`config.mk`:
```
export PLATFORM = sky130hd
export DESIGN_NAME = regfile_wb_arbiter
export DESIGN_NICKNAME = d
export VERILOG_FILES = /design/src/rtl/regfile_wb_arbiter.sv
export SDC_FILE = /design/constraint.sdc
export NUM_CORES = 1
export LEC_CHECK = 0
export BUFFER_PORTS_ARGS = -buffer_cell sky130_fd_sc_hd__buf_4
export CAP_MARGIN = 20
export CORE_ASPECT_RATIO = 0.9
export CORE_UTILIZATION = 25
export CTS_BUF_LIST = sky130_fd_sc_hd__clkbuf_4
export DETAILED_ROUTE_END_ITERATION = 8
export HOLD_SLACK_MARGIN = 0.02
export SKIP_CTS_REPAIR_TIMING = 1
export SYNTH_ARGS = -nofsm -noshare
export SYNTH_HDL_FRONTEND = slang
export SYNTH_SLANG_ARGS = --single-unit
```
`constraint.sdc`:
```
create_clock -name clk -period 1.6 [get_ports clk]
set_input_delay 0.24 -clock clk [delete_from_list [all_inputs] [get_ports clk]]
set_output_delay 0.24 -clock clk [all_outputs]
set_load 0.03 [all_outputs]
```
`src/rtl/regfile_wb_arbiter.sv`:
```
// Writeback arbiter for the register file's single write port.
// Two requesters (ex, mem) compete through valid/ready handshakes with
// round-robin priority; the winner is registered onto RegWrite/rd/writeBackData.
// Writes to x0 are accepted immediately and dropped without touching priority.
module regfile_wb_arbiter #(
  parameter int unsigned XLEN = 32,
  parameter int unsigned AW   = 5
) (
  input  logic            clk,
  input  logic            rst,
  input  logic            ex_valid,
  input  logic [AW-1:0]   ex_rd,
  input  logic [XLEN-1:0] ex_data,
  output logic            ex_ready,
  input  logic            mem_valid,
  input  logic [AW-1:0]   mem_rd,
  input  logic [XLEN-1:0] mem_data,
  output logic            mem_ready,
  output logic            RegWrite,
  output logic [AW-1:0]   rd,
  output logic [XLEN-1:0] writeBackData,
  input  logic [AW-1:0]   rs1,
  input  logic [AW-1:0]   rs2,
  output logic            rs1_pending,
  output logic            rs2_pending
);

  // last_grant_q: 0 = ex won last, 1 = mem won last
  logic            last_grant_q, last_grant_d;
  logic            reg_write_q, reg_write_d;
  logic [AW-1:0]   rd_q, rd_d;
  logic [XLEN-1:0] wb_data_q, wb_data_d;

  logic ex_real, ex_null, mem_real, mem_null;
  logic ex_grant, mem_grant;

  // Classify requests and pick the round-robin winner among real ones.
  always_comb begin
    ex_real   = ex_valid && (ex_rd != '0);
    ex_null   = ex_valid && (ex_rd == '0);
    mem_real  = mem_valid && (mem_rd != '0);
    mem_null  = mem_valid && (mem_rd == '0);
    // On a tie the requester that did not win last time goes first
    ex_grant  = ex_real && (!mem_real || last_grant_q);
    mem_grant = mem_real && (!ex_real || !last_grant_q);
    ex_ready  = ex_null || ex_grant;
    mem_ready = mem_null || mem_grant;
  end

  // Next-state for the output stage and priority pointer.
  always_comb begin
    reg_write_d  = 1'b0;
    rd_d         = rd_q;
    wb_data_d    = wb_data_q;
    last_grant_d = last_grant_q;
    if (ex_grant) begin
      reg_write_d  = 1'b1;
      rd_d         = ex_rd;
      wb_data_d    = ex_data;
      last_grant_d = 1'b0;
    end else if (mem_grant) begin
      reg_write_d  = 1'b1;
      rd_d         = mem_rd;
      wb_data_d    = mem_data;
      last_grant_d = 1'b1;
    end
  end

  // Output stage and priority registers; reset is asynchronous.
  always_ff @(posedge clk or posedge rst) begin
    if (rst) begin
      reg_write_q  <= 1'b0;
      rd_q         <= '0;
      wb_data_q    <= '0;
      last_grant_q <= 1'b1;
    end else begin
      reg_write_q  <= reg_write_d;
      rd_q         <= rd_d;
      wb_data_q    <= wb_data_d;
      last_grant_q <= last_grant_d;
    end
  end

  assign RegWrite      = reg_write_q;
  assign rd            = rd_q;
  assign writeBackData = wb_data_q;

  // A read address is pending while any in-flight or queued write targets it.
  always_comb begin
    rs1_pending = (rs1 != '0) &&
                  ((reg_write_q && (rd_q == rs1)) ||
                   (ex_valid && (ex_rd == rs1)) ||
                   (mem_valid && (mem_rd == rs1)));
    rs2_pending = (rs2 != '0) &&
                  ((reg_write_q && (rd_q == rs2)) ||
                   (ex_valid && (ex_rd == rs2)) ||
                   (mem_valid && (mem_rd == rs2)));
  end

endmodule
```
; Word level (Yosys, flattened, before mapping)
; Cells that the tools add are included.
[classes]
n_reduce_logical = 32
n_mux = 8
n_eq_ne = 6
[ops]
columns = op, count
row1 = 2-to-1 mux 32 bit, 2
row2 = == test 5 bit, 6
row3 = nonzero test 5 bit, 4
row4 = logical AND 1 bit, 14
row5 = logical NOT 5 bit, 2
row6 = 2-to-1 mux 5 bit, 2
row7 = logical OR 1 bit, 8
row8 = 2-to-1 mux 1 bit, 4
row9 = logical NOT 1 bit, 3
row10 = nonzero test 2 bit, 1
[word_totals]
regBits = 39
out_inout_bits = 42
wordCells = 50

; Longest topological paths before layout
; Gate-level depths: netlist (run 1).
[depth]
ltp_word = 7
mapped_depth = 6

; Least setup slack after synthesis (run 1)
; Ideal clock, no wire load.
[synth_timing]
path_kind = input-to-output
startpoint = input mem_rd[1]
endpoint = output ex_ready
arrival_time_ns = 2.027
required_time_ns = 1.360
slack_ns = -0.667
path_stages = 5
path_cell_list = or4_4 -> o21ai_2 -> clkbuf_1 -> nor2_1 -> a21boi_0
[synth_between]
elab_chain_cells = 6
[synth_lines]
columns = item, line_no
row1 = start: declaration, 16  ; input logic [AW-1:0] mem_rd,
row2 = nonzero test 5 bit, 41  ; mem_real = mem_valid && (mem_rd != '0);
row3 = logical AND 1 bit, 41
row4 = logical NOT 1 bit, 44  ; ex_grant = ex_real && (!mem_real || last_grant_q);
row5 = logical OR 1 bit, 44
row6 = logical AND 1 bit, 44
row7 = logical OR 1 bit, 46  ; ex_ready = ex_null || ex_grant;
row8 = end: declaration, 14  ; output logic ex_ready,
; No other way between the ends.

; Worst setup path in the final report (run 1)
[layout_timing]
startpoint = register rd_q[1], in the netlist rd[1]
endpoint = output rs2_pending
[layout_between]
elab_chain_cells = 5
[layout_lines]
columns = item, line_no
row1 = start: declaration, 31  ; logic [AW-1:0] rd_q, rd_d;
row2 = start signal: assignment, 78  ; rd_q <= rd_d;
row3 = == test 5 bit, 95  ; ((reg_write_q && (rd_q == rs2)) ||
row4 = logical AND 1 bit, 95
row5 = logical OR 1 bit, 95
row6 = logical OR 1 bit, 96  ; (ex_valid && (ex_rd == rs2)) ||
row7 = logical AND 1 bit, 94  ; rs2_pending = (rs2 != '0) &&
row8 = end: declaration, 25  ; output logic rs2_pending
; No other way between the ends.

==> results of run 1 <==
==> layout make-up <==
type	count	area share [%]
clock buffers	7	1.446
clock inverters	1	0.1377
inverters	4	0.5508
multi-input cells	140	33.22
flip-flops and latches	39	27.02
well taps	119	4.096
repair buffers	156	33.53
==> sequential cells by signal, summed over array words and instances (netlist names) <==
register,flops
writeBackData,32
rd,5
RegWrite,1
last_grant_q,1
==> worst reg2reg max path: cells and delay by family, from the launching register on <==
kind | cells | cell delay [ns]
AO/OA/AOI/OAI | 2 | 0.49
buffers and inverters | 1 | 0.15
AND/OR/NAND/NOR | 2 | 0.27
flip-flops | 1 | 0.56
==> how the worst max path moves through the flow <==
stage	cells past startpoint	start	slack (ns)	end
after floorplan	6	mem_rd[4]	-0.16	writeBackData[0]
after global placement	6	mem_rd[4]	-0.28	writeBackData[7]
after detailed placement	6	mem_rd[4]	-0.31	writeBackData[6]
after CTS	5	rd[2]	-0.50	rs2_pending
after global routing	5	rd[1]	-0.47	rs2_pending
final	5	rd[1]	-0.42	rs2_pending
==> per-stage QoR <==
step	utilization (%)	power (uW)	cell area (um^2)	setup WS (ns)
floorplan	-	1880	2286	-0.1559
global placement	40.64	2443	3498	-0.2792
detailed placement	40.64	2460	3498	-0.3062
CTS	41.31	3001	3556	-0.5011
global route	42.22	3143	3635	-0.4719
finish	42.22	2990	3635	-0.4185
==> metal layers <==
layer | track usage (%) | vias up
met5 | 0 | -
met4 | 3.986 | 0
met3 | 3.430 | 4
met2 | 25.00 | 74
met1 | 18.89 | 1031
li1 | - | 1063
==> cells in the final DEF (no fill, tap or decap), drive strengths merged, types with 2 or more instances in the layout <==
cell    instances
and3            5
inv             4
nand2           2
a221o           5
nor2            7
xnor2           6
nand3           3
or3            31
o221a          31
o21a            3
clkbuf          7
a32oi           2
nor4            6
xor2           24
buf           156
a21oi           4
dfrtp          38
or4             3
and2            2
==> power by group <==
| part | switching [uW] | internal [uW] |
|---|---|---|
| sequential | 96.6 | 1120 |
| clock | 327 | 206 |
| combinational | 635 | 603 |
==> kinds of logic after synthesis <==
group | after synthesis | synth area share (%)
simple gates | 60 | 16.40
compound gates | 50 | 23.67
flops | 39 | 43.70
xor+xnor | 30 | 11.75
buf+inv | 17 | 4.477
==> flow_metrics.env, run 1 <==
export IMPL_p_per_area_nw_per_um2=822.5
export IMPL_setup_ws_ns=-0.4185
export IMPL_layout_cells_non_filler=466
export IMPL_cp_max_fo=3
export IMPL_clk_latency_ns=0.34
export IMPL_cts_htree_levels=2
export IMPL_p_leak_uw=0.001619
export IMPL_core_um2=8608
export IMPL_grt_pass1_wl_um=10790
export IMPL_multi_input_area_um2=1207
export IMPL_final_nets=434
export IMPL_fin_skew_ns=0.01203
export IMPL_path_buf_inv=1
export IMPL_met2_wirelength_um=3404
export IMPL_drcViolationCount=0
export IMPL_violations="negative setup slack"
export IMPL_syn_avg_cell_area_um2=11.41
export IMPL_gp_congestion=0.7984
export IMPL_die_y_um=91.72
export IMPL_regToRegStartpoint="last_grant_q"
export IMPL_grt_use_total_pct=14.85
export IMPL_routed_wl_um=6991
export IMPL_ff2ff_setup_slack_ns=0.03
export IMPL_rows=32
export IMPL_hold_violations=0
export IMPL_drv_slew=0
export IMPL_grt_pass1_vias=2255
export IMPL_fin_crit_sh_pct=126.2
export IMPL_grt_ovfl_total=0
export IMPL_avgViaCountPerCell=4.661
export IMPL_synthArstFlopShare_pct=100.0
export IMPL_die_area_um2=9326
export IMPL_yosysTopAreaCellShare_pct=42.53
export IMPL_dp_hpwl_um=5332
export IMPL_synth_seq_cells=39
export IMPL_io_buffers=129
export IMPL_ys_types=36
export IMPL_fin_tns_setup_ns=-0.9455
export IMPL_clockBufferDepth=2
export IMPL_antenna_found_initial=0
export IMPL_crit_slowest_cell="dfrtp_2"
export IMPL_wl_per_cell_um=15.00
export IMPL_critPathArrivalTime_ns=1.78
export IMPL_synth_edf_count=0
export IMPL_grt_max_degree=40
export IMPL_setup_viol=10
export IMPL_tritoncts="built"
export IMPL_synth_most_common_cell="dfrtp_1"
export IMPL_syn_inst=196
export IMPL_synthFlopType="dfrtp_1"
export IMPL_drt_met1_wl_um=3104
export IMPL_hold_path_class="in -> async"
export IMPL_tritoncts_num_buffers=5
export IMPL_dr_pass1_iters=4
export IMPL_drive_gt1_share_pct=57.64
export IMPL_wl_met3_um=428
export IMPL_ant_nets=0
export IMPL_cp_end_kind="output pin"
export IMPL_irDropWorstVdd_v=0.0002613
export IMPL_clock_sinks=39
export IMPL_nFillCells=845
export IMPL_top_layer="met4"
export IMPL_rsz0062_at_grt="yes"
export IMPL_tightest_slew_ns=0.4911
export IMPL_worstSetupPathType="reg -> out"
export IMPL_relSlewSlack_pct=67.26
export IMPL_ys_seq_area_share_pct=43.70
export IMPL_die_w_um=101.7
export IMPL_via_count=2172
export IMPL_ys_warn_count=0
export IMPL_fmax_ghz=0.4954
export IMPL_crit_chain="xor2_1 > nor4_2 > a32oi_1 > a21oi_2 > buf_6"
export IMPL_yosys_top_cells_count="dfrtp_1 (38), o221a_1 (28), xor2_1 (24), or3_1 (23), or3_2 (8)"
export IMPL_dp_cells=453
export IMPL_maxCapViolations=0
export IMPL_r2r_end="rd[1]"
export IMPL_antenna_cells=0
export IMPL_status="finished with violations"
export IMPL_synth_area_leaders="dfrtp_1 (43%), o221a_1 (14%), xor2_1 (9.4%), or3_1 (6.4%), or3_2 (2.7%)"
export IMPL_synthesis_area_um2=2236
export IMPL_reg2reg_depth=5
export IMPL_crit_family="flip-flops"
export IMPL_cpPeakStageDelay_ns=0.45
export IMPL_io_pins=130
export IMPL_cts_root_buf="clkbuf_4"
export IMPL_start_util_pct=25.97
export IMPL_critPathLaunchType="register"
export IMPL_regArea_um2=982.2
export IMPL_yosysTopAreaCell="dfrtp_1"
export IMPL_drt_initial_drc_count=54
export IMPL_area_growth_pct=62.56
export IMPL_hold_worst_slack_ns=0.008926
export IMPL_crit_required_ns=1.36
export IMPL_period_needed_ns=2.018
export IMPL_synthesis_nets=284
export IMPL_clkTransAtPathRegs_ns=0.12
Power figures use the tool's default switching activity.
==> run 2: changes to the inputs <==
--- a/config.mk
+++ b/config.mk
@@ -11,6 +11,7 @@
 export CORE_UTILIZATION = 25
 export CTS_BUF_LIST = sky130_fd_sc_hd__clkbuf_4
 export DETAILED_ROUTE_END_ITERATION = 8
+export GPL_TIMING_DRIVEN = 0
 export HOLD_SLACK_MARGIN = 0.02
 export SKIP_CTS_REPAIR_TIMING = 1
 export SYNTH_ARGS = -nofsm -noshare
==> flow_metrics.env, run 2 (synthesized netlist as in run 1, its figures left out) <==
export IMPL_status="finished with violations"
export IMPL_violations="negative setup slack"
export IMPL_tightest_slew_ns=0.8455
export IMPL_tritoncts="built"
export IMPL_cts_root_buf="clkbuf_4"
export IMPL_most_common_layout_cells="buf_4 (137), dfrtp_1 (34), o221a_1 (28)"
export IMPL_crit_required_ns=1.36
export IMPL_core_um2=8608
export IMPL_drcViolationCount=0
export IMPL_antenna_found_initial=0
export IMPL_avgViaCountPerCell=4.743
export IMPL_rsz0062_at_grt="yes"
export IMPL_final_core_utilization_pct=43.20
export IMPL_dp_hpwl_um=5438
export IMPL_crit_family="flip-flops"
export IMPL_io_pins=130
export IMPL_wl_per_cell_um=16.28
export IMPL_grt_pass1_vias=2167
export IMPL_drt_initial_drc_count=65
export IMPL_fin_skew_ns=0.003032
export IMPL_rows=32
export IMPL_final_nets=436
export IMPL_drive_gt1_share_pct=58.62
export IMPL_p_leak_uw=0.001632
export IMPL_die_area_um2=9326
export IMPL_worstSetupPathType="reg -> out"
export IMPL_hold_path_class="in -> async"
export IMPL_power_frac_comb_pct=42.7
export IMPL_dr_pass1_iters=4
export IMPL_grt_ovfl_total=0
export IMPL_setup_ws_ns=-0.3921
export IMPL_regArea_um2=982.2
export IMPL_die_y_um=91.72
export IMPL_grt_max_degree=40
export IMPL_fin_crit_sh_pct=124.5
export IMPL_nFillCells=855
export IMPL_swShare_pct=36.38
export IMPL_period_needed_ns=1.992
export IMPL_dp_cells=443
export IMPL_intPower_uw=1897
export IMPL_clock_power_share_pct=16.3
export IMPL_ant_nets=0
export IMPL_power_share_sequential_pct=41.0
export IMPL_gp_congestion=0.8208
export IMPL_final_common_cell="buf_4"
export IMPL_fmax_ghz=0.5020
export IMPL_routed_wl_um=7601
export IMPL_switchingPower_uw=1085
export IMPL_crit_slowest_cell="dfrtp_2"
export IMPL_largest_reg_flops=32
export IMPL_p_per_area_nw_per_um2=801.7
export IMPL_cpPeakStageDelay_ns=0.45
export IMPL_cp_max_fo=3
export IMPL_hold_worst_slack_ns=0.06208
export IMPL_crit_chain="xor2_1 > nor4_2 > a32oi_1 > a21oi_2 > buf_6"
export IMPL_cp_end_kind="output pin"
export IMPL_clkTransAtPathRegs_ns=0.12
export IMPL_antenna_cells=0
export IMPL_critPathLaunchType="register"
export IMPL_relSlewSlack_pct=43.55
export IMPL_maxCapViolations=0
export IMPL_hold_violations=0
export IMPL_clk_latency_ns=0.35
export IMPL_clockBufferDepth=2
export IMPL_irDropWorstVdd_v=0.0002234
export IMPL_power_total_uw=2981
export IMPL_critPathArrivalTime_ns=1.75
export IMPL_path_buf_inv=1
export IMPL_start_util_pct=25.97
export IMPL_io_buffers=128
export IMPL_layout_cells_non_filler=467
export IMPL_drv_slew=0
export IMPL_setup_viol=35
export IMPL_area_growth_pct=66.31
export IMPL_multi_input_area_um2=1265
export IMPL_cts_htree_levels=2
export IMPL_grt_pass1_wl_um=11220
export IMPL_die_w_um=101.7
export IMPL_via_count=2215
export IMPL_tritoncts_num_buffers=5
export IMPL_fin_tns_setup_ns=-3.260
export IMPL_clock_sinks=39
export IMPL_grt_use_total_pct=15.71
## run 2: area by class of cell
type,instances,area share [%]
Buffer,12,3.062
Clock buffer,5,1.009
Clock inverter,2,0.2355
Inverter,4,0.4711
Multi-Input combinational cell,140,34.02
Sequential cell,39,26.41
Tap cell,119,4.004
Timing Repair Buffer,146,30.79
## run 2: worst paths after layout
| path | from | endpoint | slack [ns] | depth (start not counted) |
|---|---|---|---|---|
| max | rd[1] | rs2_pending | -0.39 | 5 |
| min | rst | writeBackData[14] | 0.06 | 2 |
| max reg2reg | last_grant_q | rd[1] | 0.04 | 5 |
| min reg2reg | writeBackData[2] | writeBackData[2] | 0.57 | 1 |
| max in group asynchronous | rst | rd[1] | 0.96 | 2 |
| min in group clk | mem_data[16] | writeBackData[16] | 0.14 | 3 |
## run 2: metrics by stage
step / area (um^2) / worst slack, ns
floorplan: 2286 / -0.1559
CTS: 3442 / -0.5079
finish: 3719 / -0.3921
detailed placement: 3396 / -0.5582
global placement: 3396 / -0.5463
global route: 3719 / -0.4927
## run 2: per-layer routing
layer | share of wire, % | GRT usage, % | vias up
li1 | - | - | 1065
met1 | 45 | 20.40 | 1067
met4 | 1.3 | 4.952 | 0
met3 | 5.5 | 3.277 | 8
met5 | 0 | 0 | -
met2 | 48 | 25.84 | 75
## run 2: worst reg2reg max path: stages, from the launching register on
cell	delay, ns
dfstp_2	0.64
nand2_4	0.08
a21o_4	0.20
buf_6	0.12
and3_4	0.13
a221o_2	0.29
## run 2: power groups by stage
stage	Clock [uW]	Sequential [uW]	Combinational (uW)
final	485	1220	1270
after global routing	549	1240	1360
after CTS	513	1220	1170
after detailed placement	0	1240	1170
after global placement	0	1240	1160
after floorplan	0	1480	398
==> run 3: changes to the inputs <==
--- a/config.mk
+++ b/config.mk
@@ -8,11 +8,12 @@
 export BUFFER_PORTS_ARGS = -buffer_cell sky130_fd_sc_hd__buf_4
 export CAP_MARGIN = 20
 export CORE_ASPECT_RATIO = 0.9
-export CORE_UTILIZATION = 25
+export CORE_UTILIZATION = 40
 export CTS_BUF_LIST = sky130_fd_sc_hd__clkbuf_4
 export DETAILED_ROUTE_END_ITERATION = 8
 export GPL_TIMING_DRIVEN = 0
 export HOLD_SLACK_MARGIN = 0.02
+export PLACE_DENSITY = 0.77
 export SKIP_CTS_REPAIR_TIMING = 1
 export SYNTH_ARGS = -nofsm -noshare
 export SYNTH_HDL_FRONTEND = slang
==> flow_metrics.env, run 3 (synthesized netlist as in run 1, its figures left out) <==
export IMPL_dp_hpwl_um=5091
export IMPL_setup_viol=36
export IMPL_grt_use_total_pct=23.13
export IMPL_worstSetupPathType="reg -> out"
export IMPL_cp_end_kind="output pin"
export IMPL_ff2ff_setup_slack_ns=0.01
export IMPL_crit_start="rd[1]"
export IMPL_largest_reg_flops=32
export IMPL_clkTransAtPathRegs_ns=0.13
export IMPL_setup_ws_ns=-0.3394
export IMPL_dr_pass1_iters=4
export IMPL_nFillCells=442
export IMPL_grt_max_degree=40
export IMPL_hold_path_class="in -> async"
export IMPL_final_area_um2=3704
export IMPL_wl_per_cell_um=16.69
export IMPL_area_growth_pct=65.64
export IMPL_grt_pass1_wl_um=10360
export IMPL_cpPeakStageDelay_ns=0.45
export IMPL_drv_slew=0
export IMPL_grt_ovfl_total=0
export IMPL_crit_required_ns=1.36
export IMPL_relSlewSlack_pct=47.69
export IMPL_clk_latency_ns=0.33
export IMPL_tritoncts="built"
export IMPL_hold_violations=0
export IMPL_period_needed_ns=1.939
export IMPL_drcViolationCount=0
export IMPL_io_pins=130
export IMPL_cts_htree_levels=2
export IMPL_ant_nets=0
export IMPL_critPathArrivalTime_ns=1.70
export IMPL_antenna_cells=0
export IMPL_tritoncts_num_buffers=5
export IMPL_clockBufferDepth=2
export IMPL_crit_chain="xor2_2 > nor4_2 > a32oi_1 > a21oi_2 > buf_6"
export IMPL_most_common_layout_cells="buf_4 (138), dfrtp_1 (34), o221a_1 (28)"
export IMPL_start_util_pct=42.05
export IMPL_fin_crit_sh_pct=121.2
export IMPL_r2r_end="writeBackData[3]"
export IMPL_rows=25
export IMPL_crit_slowest_cell="dfrtp_2"
export IMPL_rsz0062_at_grt="yes"
export IMPL_core_um2=5318
export IMPL_grt_pass1_vias=2138
export IMPL_tightest_slew_ns=0.7835
export IMPL_p_leak_uw=0.001671
export IMPL_die_y_um=72.93
export IMPL_final_core_utilization_pct=69.65
export IMPL_regArea_um2=982.2
export IMPL_cts_root_buf="clkbuf_4"
export IMPL_final_common_cell="buf_4"
export IMPL_irDropWorstVdd_v=0.0005739
export IMPL_final_nets=442
export IMPL_avgViaCountPerCell=5.341
export IMPL_dp_slack_ns=-0.5135
export IMPL_routed_wl_um=7045
export IMPL_cp_max_fo=3
export IMPL_postPlaceCellArea_um2=3331
export IMPL_gp_congestion=0.8318
export IMPL_p_per_area_nw_per_um2=860.5
export IMPL_die_area_um2=5893
export IMPL_die_w_um=80.81
export IMPL_regToRegStartpoint="last_grant_q"
export IMPL_io_buffers=128
export IMPL_fin_skew_ns=0.01026
export IMPL_clock_sinks=39
export IMPL_antenna_found_initial=0
export IMPL_maxCapViolations=0
export IMPL_fmax_ghz=0.5156
export IMPL_status="finished with violations"
export IMPL_drt_initial_drc_count=57
export IMPL_drive_gt1_share_pct=58.03
export IMPL_violations="negative setup slack"
export IMPL_critPathLaunchType="register"
export IMPL_via_count=2254
export IMPL_reg2reg_depth=5
export IMPL_multi_input_area_um2=1229
## run 3: changes by cell type in the layout (fill, tap and decap cells not counted), sizes merged
cell and change:
clkbuf +6, clkinv -2, bufinv +1, buf +2
## run 3: critical path, delay by kind of cell (launching register included)
family	cells	cell delay, ns
flip-flops	1	0.45
AO/OA/AOI/OAI	2	0.33
AND/OR/NAND/NOR	1	0.30
XOR/XNOR	1	0.15
buffers and inverters	1	0.15
## run 3: power breakdown
group / switching [uW] / leakage [uW] / total (uW) / internal (uW)
logic: 662 / 0.00119 / 1290 / 628
registers: 94.9 / 0.000435 / 1220 / 1120
clock network: 315 / 0.0000463 / 680 / 366
total: 1070 / 0.00167 / 3190 / 2120
## run 3: how the worst max path moves through the flow
stage               cells past startpoint                end  slack [ns]
finish                                  5        rs2_pending       -0.34
global route                            5        rs2_pending       -0.44
CTS                                     7           ex_ready       -0.45
detailed placement                      6  writeBackData[27]       -0.51
global placement                        6  writeBackData[23]       -0.49
floorplan                               6   writeBackData[0]       -0.16
## run 3: per-layer routing
layer | track usage [%] | wire [um] | up-vias
met1 | 30.10 | 3070 | 1072
met2 | 37.54 | 3382 | 90
met4 | 7.738 | 109 | 0
met3 | 5.750 | 483 | 9
met5 | 0 | 0 | -
li1 | - | - | 1083
## run 3: cell type report
class,count,area share (%)
Multi-Input combinational cell,140,33.18
Timing Repair Buffer,151,32.40
Sequential cell,39,26.52
Buffer,13,2.939
Tap cell,67,2.264
Clock buffer,7,1.419
Clock inverter,1,0.8108
Inverter,4,0.4730
## run 3: metrics by stage
stage	TNS, ns	instances	hold slack [ns]	power, uW
finish	-4.972	422	0.03135	3187
global route	-5.662	422	0.1017	3335
CTS	-5.983	399	0.06494	3075
detailed placement	-15.34	391	0.4509	2403
global placement	-18.80	391	0.4798	2383
floorplan	-4.739	196	0.3864	1880
